$ cat src/rtl/ts_par2ser.sv
// Parallel-to-serial TS converter: DATA_W-bit words are buffered in a DEPTH-word FIFO and sent
// MSB first, one bit per clock. Define TS_PAR2SER_SYNC_CHECK_EN to enable the sync-byte check.
module ts_par2ser #(
  parameter int unsigned DATA_W = 8,
  parameter int unsigned DEPTH  = 4
) (
  input  logic                     clk,
  input  logic                     rst_n,
  input  logic [DATA_W-1:0]        ts_par_data_i,
  input  logic                     ts_par_sync_i,
  input  logic                     ts_par_valid_i,
  output logic                     ts_par_ready_o,
  output logic                     ts_ser_data_o,
  output logic                     ts_ser_sync_o,
  output logic                     ts_ser_valid_o,
  output logic [$clog2(DEPTH):0]   fill_o,
  output logic                     sync_err_o
);

  localparam int unsigned AW  = $clog2(DEPTH);
  localparam int unsigned FW  = AW + 1;
  localparam int unsigned CW  = $clog2(DATA_W);
  localparam int unsigned CW1 = CW + 1;
  localparam logic [FW-1:0]  FillMax  = FW'(DEPTH);
  localparam logic [CW-1:0]  CntLast  = CW'(DATA_W - 1);
  localparam logic [CW1-1:0] SyncBits = CW1'(8);

  typedef enum logic {StIdle, StShift} state_e;

  logic [DATA_W:0]   mem_q [DEPTH];
  logic [AW-1:0]     wr_ptr_q, wr_ptr_d;
  logic [AW-1:0]     rd_ptr_q, rd_ptr_d;
  logic [FW-1:0]     fill_q, fill_d;
  logic              push, pop, accept, fifo_empty;
  logic [DATA_W:0]   head;

  state_e            state_q, state_d;
  logic [CW-1:0]     cnt_q, cnt_d;
  logic [DATA_W-1:0] sh_data_q, sh_data_d;
  logic              sh_sync_q, sh_sync_d;
  logic              ser_data_q, ser_data_d;
  logic              ser_sync_q, ser_sync_d;
  logic              ser_valid_q, ser_valid_d;

  assign accept         = ts_par_valid_i & ts_par_ready_o;
  assign ts_par_ready_o = (fill_q != FillMax);
  assign fifo_empty     = (fill_q == '0);
  assign head           = mem_q[rd_ptr_q];

`ifdef TS_PAR2SER_SYNC_CHECK_EN
  logic drop_q, drop_d, sync_bad;
  logic sync_err_q, sync_err_d;

  // A bad sync word enters drop state; only a good sync word is written and leaves it.
  always_comb begin
    sync_bad   = ts_par_sync_i && (ts_par_data_i[DATA_W-1 -: 8] != 8'h47);
    push       = accept && !sync_bad && (!drop_q || ts_par_sync_i);
    drop_d     = drop_q;
    sync_err_d = 1'b0;
    if (accept && ts_par_sync_i) begin
      drop_d     = sync_bad;
      sync_err_d = sync_bad;
    end
  end

  always_ff @(posedge clk) begin
    if (!rst_n) begin
      drop_q     <= 1'b0;
      sync_err_q <= 1'b0;
    end else begin
      drop_q     <= drop_d;
      sync_err_q <= sync_err_d;
    end
  end

  assign sync_err_o = sync_err_q;
`else
  assign push       = accept;
  assign sync_err_o = 1'b0;
`endif

  always_comb begin
    wr_ptr_d = wr_ptr_q;
    rd_ptr_d = rd_ptr_q;
    fill_d   = fill_q;
    if (push) wr_ptr_d = wr_ptr_q + 1'b1;
    if (pop)  rd_ptr_d = rd_ptr_q + 1'b1;
    unique case ({push, pop})
      2'b10:   fill_d = fill_q + 1'b1;
      2'b01:   fill_d = fill_q - 1'b1;
      default: fill_d = fill_q;
    endcase
  end

  always_ff @(posedge clk) begin
    if (push) mem_q[wr_ptr_q] <= {ts_par_sync_i, ts_par_data_i};
  end

  // Shifter reloads on the edge that emits the last bit, so back-to-back words have no bubble.
  always_comb begin
    state_d     = state_q;
    cnt_d       = cnt_q;
    sh_data_d   = sh_data_q;
    sh_sync_d   = sh_sync_q;
    ser_data_d  = 1'b0;
    ser_sync_d  = 1'b0;
    ser_valid_d = 1'b0;
    pop         = 1'b0;
    unique case (state_q)
      StIdle: begin
        if (!fifo_empty) begin
          pop       = 1'b1;
          sh_data_d = head[DATA_W-1:0];
          sh_sync_d = head[DATA_W];
          cnt_d     = '0;
          state_d   = StShift;
        end
      end
      StShift: begin
        ser_valid_d = 1'b1;
        ser_data_d  = sh_data_q[DATA_W-1];
        ser_sync_d  = sh_sync_q && ({1'b0, cnt_q} < SyncBits);
        sh_data_d   = sh_data_q << 1;
        if (cnt_q == CntLast) begin
          cnt_d = '0;
          if (!fifo_empty) begin
            pop       = 1'b1;
            sh_data_d = head[DATA_W-1:0];
            sh_sync_d = head[DATA_W];
          end else begin
            state_d = StIdle;
          end
        end else begin
          cnt_d = cnt_q + 1'b1;
        end
      end
      default: state_d = StIdle;
    endcase
  end

  always_ff @(posedge clk) begin
    if (!rst_n) begin
      wr_ptr_q    <= '0;
      rd_ptr_q    <= '0;
      fill_q      <= '0;
      state_q     <= StIdle;
      cnt_q       <= '0;
      sh_data_q   <= '0;
      sh_sync_q   <= 1'b0;
      ser_data_q  <= 1'b0;
      ser_sync_q  <= 1'b0;
      ser_valid_q <= 1'b0;
    end else begin
      wr_ptr_q    <= wr_ptr_d;
      rd_ptr_q    <= rd_ptr_d;
      fill_q      <= fill_d;
      state_q     <= state_d;
      cnt_q       <= cnt_d;
      sh_data_q   <= sh_data_d;
      sh_sync_q   <= sh_sync_d;
      ser_data_q  <= ser_data_d;
      ser_sync_q  <= ser_sync_d;
      ser_valid_q <= ser_valid_d;
    end
  end

  assign ts_ser_data_o  = ser_data_q;
  assign ts_ser_sync_o  = ser_sync_q;
  assign ts_ser_valid_o = ser_valid_q;
  assign fill_o         = fill_q;

endmodule

$ cat config.mk
export PLATFORM = sky130hd
export DESIGN_NAME = ts_par2ser
export DESIGN_NICKNAME = d
export VERILOG_FILES = /design/src/rtl/ts_par2ser.sv
export SDC_FILE = /design/constraint.sdc
export NUM_CORES = 1
export LEC_CHECK = 0
export ABC_AREA = 1
export BUFFER_PORTS_ARGS = -buffer_cell sky130_fd_sc_hd__buf_2
export CORE_MARGIN = 3
export CORE_UTILIZATION = 50
export DETAILED_ROUTE_END_ITERATION = 16
export GPL_TIMING_DRIVEN = 0
export PLACE_DENSITY = 0.68
export SYNTH_ARGS = -nofsm -noshare
export SYNTH_HDL_FRONTEND = slang
export SYNTH_SLANG_ARGS = --single-unit
$ cat constraint.sdc
create_clock -name clk -period 3.02 [get_ports clk]
set_clock_uncertainty 0.15 [all_clocks]
set_input_delay 0.453 -clock clk [delete_from_list [all_inputs] [get_ports clk]]
set_output_delay 0.453 -clock clk [all_outputs]
set_load 0.1 [all_outputs]
==> flow_results.xml <==
<?xml version="1.0" encoding="UTF-8"?>
<metrics>
  <group name="critical_path">
    <metric name="cp_data_required_time" unit="ps">3080</metric>
    <metric name="criticalPathCategory" unit="">flop to flop</metric>
    <metric name="timing.critical_path.to_type" unit="">flop</metric>
    <metric name="critical_path.reg2reg.startpoint" unit="">cnt_q[0]</metric>
    <metric name="startpoint_class" unit="">flop</metric>
    <metric name="crit-reg2reg-capture" unit="">fill_o[2]</metric>
    <metric name="regToRegSetupSlack" unit="ps">620</metric>
    <metric name="critical_path_peak_fanout" unit="">10</metric>
    <metric name="crit_arrival" unit="ps">2460</metric>
    <metric name="worst_r2r_path_depth" unit="">14</metric>
  </group>
  <group name="clock_network">
    <metric name="tritoncts_num_sinks" unit="">61</metric>
    <metric name="clkTransAtPathRegs" unit="ps">60</metric>
    <metric name="later_pin_clock_latency_in_the_skew_report" unit="ps">330</metric>
    <metric name="post_cts.resized_instances" unit="">0</metric>
    <metric name="clock_tree.buffer_depth" unit="">2</metric>
    <metric name="tritoncts" unit="">built</metric>
    <metric name="cts.repair_timing.setup_buffer_count" unit="">0</metric>
    <metric name="numCtsBuffers" unit="">9</metric>
    <metric name="cts_root_buf" unit="">sky130_fd_sc_hd__clkbuf_8</metric>
    <metric name="cts_hold_repair.buffers" unit="">0</metric>
    <metric name="h-tree-depth" unit="">3</metric>
  </group>
  <group name="logic_synthesis">
    <metric name="post_synth.cell_area_avg" unit="um2">8.98</metric>
    <metric name="yosys.cell_types.count" unit="">22</metric>
    <metric name="synth_top_family_by_area" unit="">simple AND/OR/NAND/NOR gates</metric>
    <metric name="synth-compound-area-share" unit="">0.0515</metric>
    <metric name="synth_seq_area_share" unit="">0.581</metric>
    <metric name="postSynth.topFlopCell" unit="">sky130_fd_sc_hd__edfxtp_1</metric>
    <metric name="ys_warnings" unit="">0</metric>
    <metric name="xor_xnor_cell_area_share_of_the_yosys_netlist" unit="">0.00322</metric>
    <metric name="postSynthRegisterBits" unit="">61</metric>
    <metric name="synthAdderAreaFrac" unit="">0.0396</metric>
    <metric name="post_synthesis_share_of_cell_area_spent_on_and_or_nand_and_nor_gates" unit="">0.202</metric>
    <metric name="syn_nets" unit="">323</metric>
    <metric name="async_sr_flop_fraction" unit="">0</metric>
    <metric name="syn-instance-count" unit="">303</metric>
    <metric name="post_synth_instance_area" unit="um2">2720</metric>
    <metric name="synth-edff-count" unit="">36</metric>
    <metric name="muxShareOfSynthArea" unit="">0</metric>
  </group>
  <group name="sta">
    <metric name="setup_ws" unit="ps">623</metric>
    <metric name="achievable-frequency" unit="MHz">417</metric>
    <metric name="maxSlewHeadroom" unit="">0.364</metric>
    <metric name="layout_min_cycle_time" unit="ps">2400</metric>
    <metric name="finalHoldViolations" unit="">0</metric>
    <metric name="final_min_period_over_clock_period" unit="">0.794</metric>
    <metric name="slew_violations" unit="">0</metric>
    <metric name="worst_slew_pin_slew" unit="ps">951</metric>
    <metric name="setup_repair_after_global_routing_missed_its_margin" unit="">no</metric>
    <metric name="finalSetupViolations" unit="">0</metric>
    <metric name="setup-tns-final" unit="ps">0</metric>
  </group>
  <group name="grt">
    <metric name="grt_pass1_vias" unit="">1797</metric>
    <metric name="grt_first_pass_wirelength" unit="um">8340</metric>
    <metric name="grt_antenna_before_repair" unit="">0</metric>
    <metric name="global_route.usage.total" unit="">0.181</metric>
    <metric name="largest_net_degree_at_the_start_of_global_routing" unit="">11</metric>
    <metric name="grt.overflow.total" unit="">0</metric>
  </group>
  <group name="power">
    <metric name="clock_power_share" unit="">0.220</metric>
    <metric name="powerDensity" unit="nW/um2">976</metric>
    <metric name="totalPowerFinal" unit="mW">3.01</metric>
    <metric name="power_switching" unit="mW">1.22</metric>
    <metric name="ir_worst_vdd" unit="V">0.000415</metric>
    <metric name="switching_share" unit="">0.406</metric>
    <metric name="power.share.sequential" unit="">0.380</metric>
    <metric name="p_int" unit="mW">1.79</metric>
    <metric name="p_comb_frac" unit="">0.401</metric>
    <metric name="leakage" unit="nW">1.48</metric>
  </group>
  <group name="placed_design">
    <metric name="port_buffers" unit="">18</metric>
    <metric name="gp_congestion" unit="">0.763</metric>
    <metric name="post-dp-hpwl" unit="um">3270</metric>
    <metric name="placed_cell_area" unit="um2">2900</metric>
    <metric name="preCtsSetupSlack" unit="ps">632</metric>
  </group>
  <group name="finish">
    <metric name="area_growth_from_synthesis_to_final_layout" unit="%">13.3</metric>
    <metric name="nNetsFinal" unit="">352</metric>
    <metric name="layout-drive-gt1-share" unit="">0.157</metric>
    <metric name="antenna-diode-count" unit="">0</metric>
    <metric name="filler_cell_count" unit="">444</metric>
    <metric name="post-route-cell-area" unit="um2">3080</metric>
  </group>
  <group name="drt">
    <metric name="ant_nets" unit="">0</metric>
    <metric name="route.detailed.drc" unit="">0</metric>
    <metric name="drt_wirelength" unit="um">4970</metric>
    <metric name="detail_route.vias_per_cell" unit="">4.61</metric>
    <metric name="drt-pass1-iter-count" unit="">4</metric>
    <metric name="avgRoutedWirePerCell" unit="um">12.2</metric>
    <metric name="vias" unit="">1878</metric>
    <metric name="drt_iter0_markers" unit="">119</metric>
  </group>
  <group name="die">
    <metric name="boundaryPins" unit="">20</metric>
    <metric name="design.core.area" unit="um2">5170</metric>
    <metric name="dieWidth" unit="um">79.8</metric>
    <metric name="die_h" unit="um">79.8</metric>
    <metric name="floorplan.die_area" unit="um2">6360</metric>
    <metric name="std_cell_rows" unit="">26</metric>
    <metric name="floorplan.initialDensity" unit="">0.526</metric>
  </group>
  <group name="hold_path">
    <metric name="timing.hold.worst.class" unit="">input port to flop</metric>
    <metric name="hold_path_depth" unit="">1</metric>
    <metric name="hold_start" unit="">ts_par_data_i[3]</metric>
    <metric name="holdPathEnd" unit="">mem_q[0][3]</metric>
  </group>
  <group name="status">
    <metric name="run_status" unit="">finished, final reports clean</metric>
  </group>
  <group name="run">
    <metric name="drv.max_cap_violation_count" unit="">0</metric>
  </group>
</metrics>
[worst max-delay path: stages, from the launching register on]
cell	delay, ps
sky130_fd_sc_hd__dfxtp_1	360
sky130_fd_sc_hd__ha_1	160
sky130_fd_sc_hd__ha_1	140
sky130_fd_sc_hd__inv_1	40
sky130_fd_sc_hd__nand2_1	110
sky130_fd_sc_hd__nand2_4	80
sky130_fd_sc_hd__inv_1	70
sky130_fd_sc_hd__buf_4	180
sky130_fd_sc_hd__ha_1	180
sky130_fd_sc_hd__inv_1	60
sky130_fd_sc_hd__fa_1	370
sky130_fd_sc_hd__nand2_1	80
sky130_fd_sc_hd__nand3_1	90
sky130_fd_sc_hd__o21ai_0	150
sky130_fd_sc_hd__a21oi_1	50
[sequential cells by signal, indices dropped and copies added, names as in the netlist, named ones only]
register and cells:
cnt_q 3, fill_o 3, mem_q 36, rd_ptr_q 2, sh_data_q 8, sh_sync_q 1, state_q 1, ts_ser_data_o 1
ts_ser_sync_o 1, ts_ser_valid_o 1, wr_ptr_q 2
[cells in the final DEF, fill, tap and decap left out]
| cell type | n |
|---|---|
| sky130_fd_sc_hd__nand2_2 | 7 |
| sky130_fd_sc_hd__nand3_1 | 18 |
| sky130_fd_sc_hd__nand2_1 | 78 |
| sky130_fd_sc_hd__clkbuf_1 | 2 |
| sky130_fd_sc_hd__nand2_4 | 2 |
| sky130_fd_sc_hd__clkinv_2 | 4 |
| sky130_fd_sc_hd__a21oi_1 | 17 |
| sky130_fd_sc_hd__dfxtp_2 | 1 |
| sky130_fd_sc_hd__ha_1 | 7 |
| sky130_fd_sc_hd__inv_1 | 65 |
| sky130_fd_sc_hd__nand4_1 | 7 |
| sky130_fd_sc_hd__o21ai_0 | 11 |
| sky130_fd_sc_hd__xor2_1 | 1 |
| sky130_fd_sc_hd__buf_4 | 4 |
| sky130_fd_sc_hd__edfxtp_1 | 36 |
| sky130_fd_sc_hd__fa_1 | 1 |
| sky130_fd_sc_hd__nor2_4 | 1 |
| sky130_fd_sc_hd__buf_2 | 21 |
| sky130_fd_sc_hd__bufinv_16 | 1 |
| sky130_fd_sc_hd__clkinv_1 | 3 |
| sky130_fd_sc_hd__clkbuf_8 | 9 |
| sky130_fd_sc_hd__nor2_1 | 13 |
| sky130_fd_sc_hd__conb_1 | 1 |
| sky130_fd_sc_hd__inv_2 | 2 |
| sky130_fd_sc_hd__buf_12 | 1 |
| sky130_fd_sc_hd__dfxtp_1 | 24 |
[layer usage]
layer | track usage | share of wire | up-vias
met5 | 0 | 0 | -
met4 | 0.0557 | 0.013 | 0
met3 | 0.0711 | 0.048 | 6
met2 | 0.308 | 0.50 | 45
met1 | 0.211 | 0.44 | 832
li1 | - | - | 995
[through the flow]
stage	hold WS, ps	instances	utilization
after global routing	172	407	0.596
after global placement	267	391	0.561
after detailed placement	276	391	0.561
after floorplan	255	303	-
after CTS	164	407	0.596
final	180	407	0.596
[area by class of cell]
type | count | area [um2] | share of cell area
sequential | 61 | 1580 | 0.513
multi-input combinational | 164 | 813 | 0.264
clock buffer | 10 | 128 | 0.0414
clock inverter | 6 | 53.8 | 0.0175
buffer | 9 | 68.8 | 0.0223
timing repair buffer | 18 | 90.1 | 0.0292
inverter | 69 | 259 | 0.0840
tap | 70 | 87.6 | 0.0284
[logic make-up after synthesis]
family,count (synthesis)
simple gates,126
fa+ha+maj,8
other cells,1
compound gates,28
xor+xnor,1
flops,61
buf+inv,78
[cell usage after synthesis, types with 4 or more instances]
cell type / number / area [um2]
sky130_fd_sc_hd__nor2_1: 13 / 48.8
sky130_fd_sc_hd__nand2_1: 79 / 297
sky130_fd_sc_hd__nand3_1: 18 / 90.1
sky130_fd_sc_hd__ha_1: 7 / 87.6
sky130_fd_sc_hd__inv_1: 65 / 244
sky130_fd_sc_hd__nand4_1: 7 / 43.8
sky130_fd_sc_hd__nand2_2: 6 / 37.5
sky130_fd_sc_hd__edfxtp_1: 36 / 1080
sky130_fd_sc_hd__buf_4: 4 / 30.0
sky130_fd_sc_hd__o21ai_0: 11 / 55.1
sky130_fd_sc_hd__a21oi_1: 17 / 85.1
sky130_fd_sc_hd__dfxtp_1: 25 / 500
[power by group through the flow]
stage               clock network [mW]  registers, mW  logic [mW]
floorplan                            0           1.31       0.800
finish                           0.661           1.14        1.21
CTS                              0.680           1.14        1.21
detailed placement                   0           1.16        1.20
global placement                     0           1.15        1.19
global route                     0.725           1.16        1.36
[worst max path at each step]
stage          startpoint         to  cells past startpoint
6_report         cnt_q[0]  fill_o[2]                     14
5_1_grt          cnt_q[0]  fill_o[2]                     14
4_1_cts          cnt_q[0]  fill_o[2]                     14
3_5_place_dp     cnt_q[0]  fill_o[2]                     14
3_3_place_gp     cnt_q[0]  fill_o[2]                     14
2_1_floorplan   fill_o[1]  fill_o[2]                     11
Power figures use the tool's default switching activity.
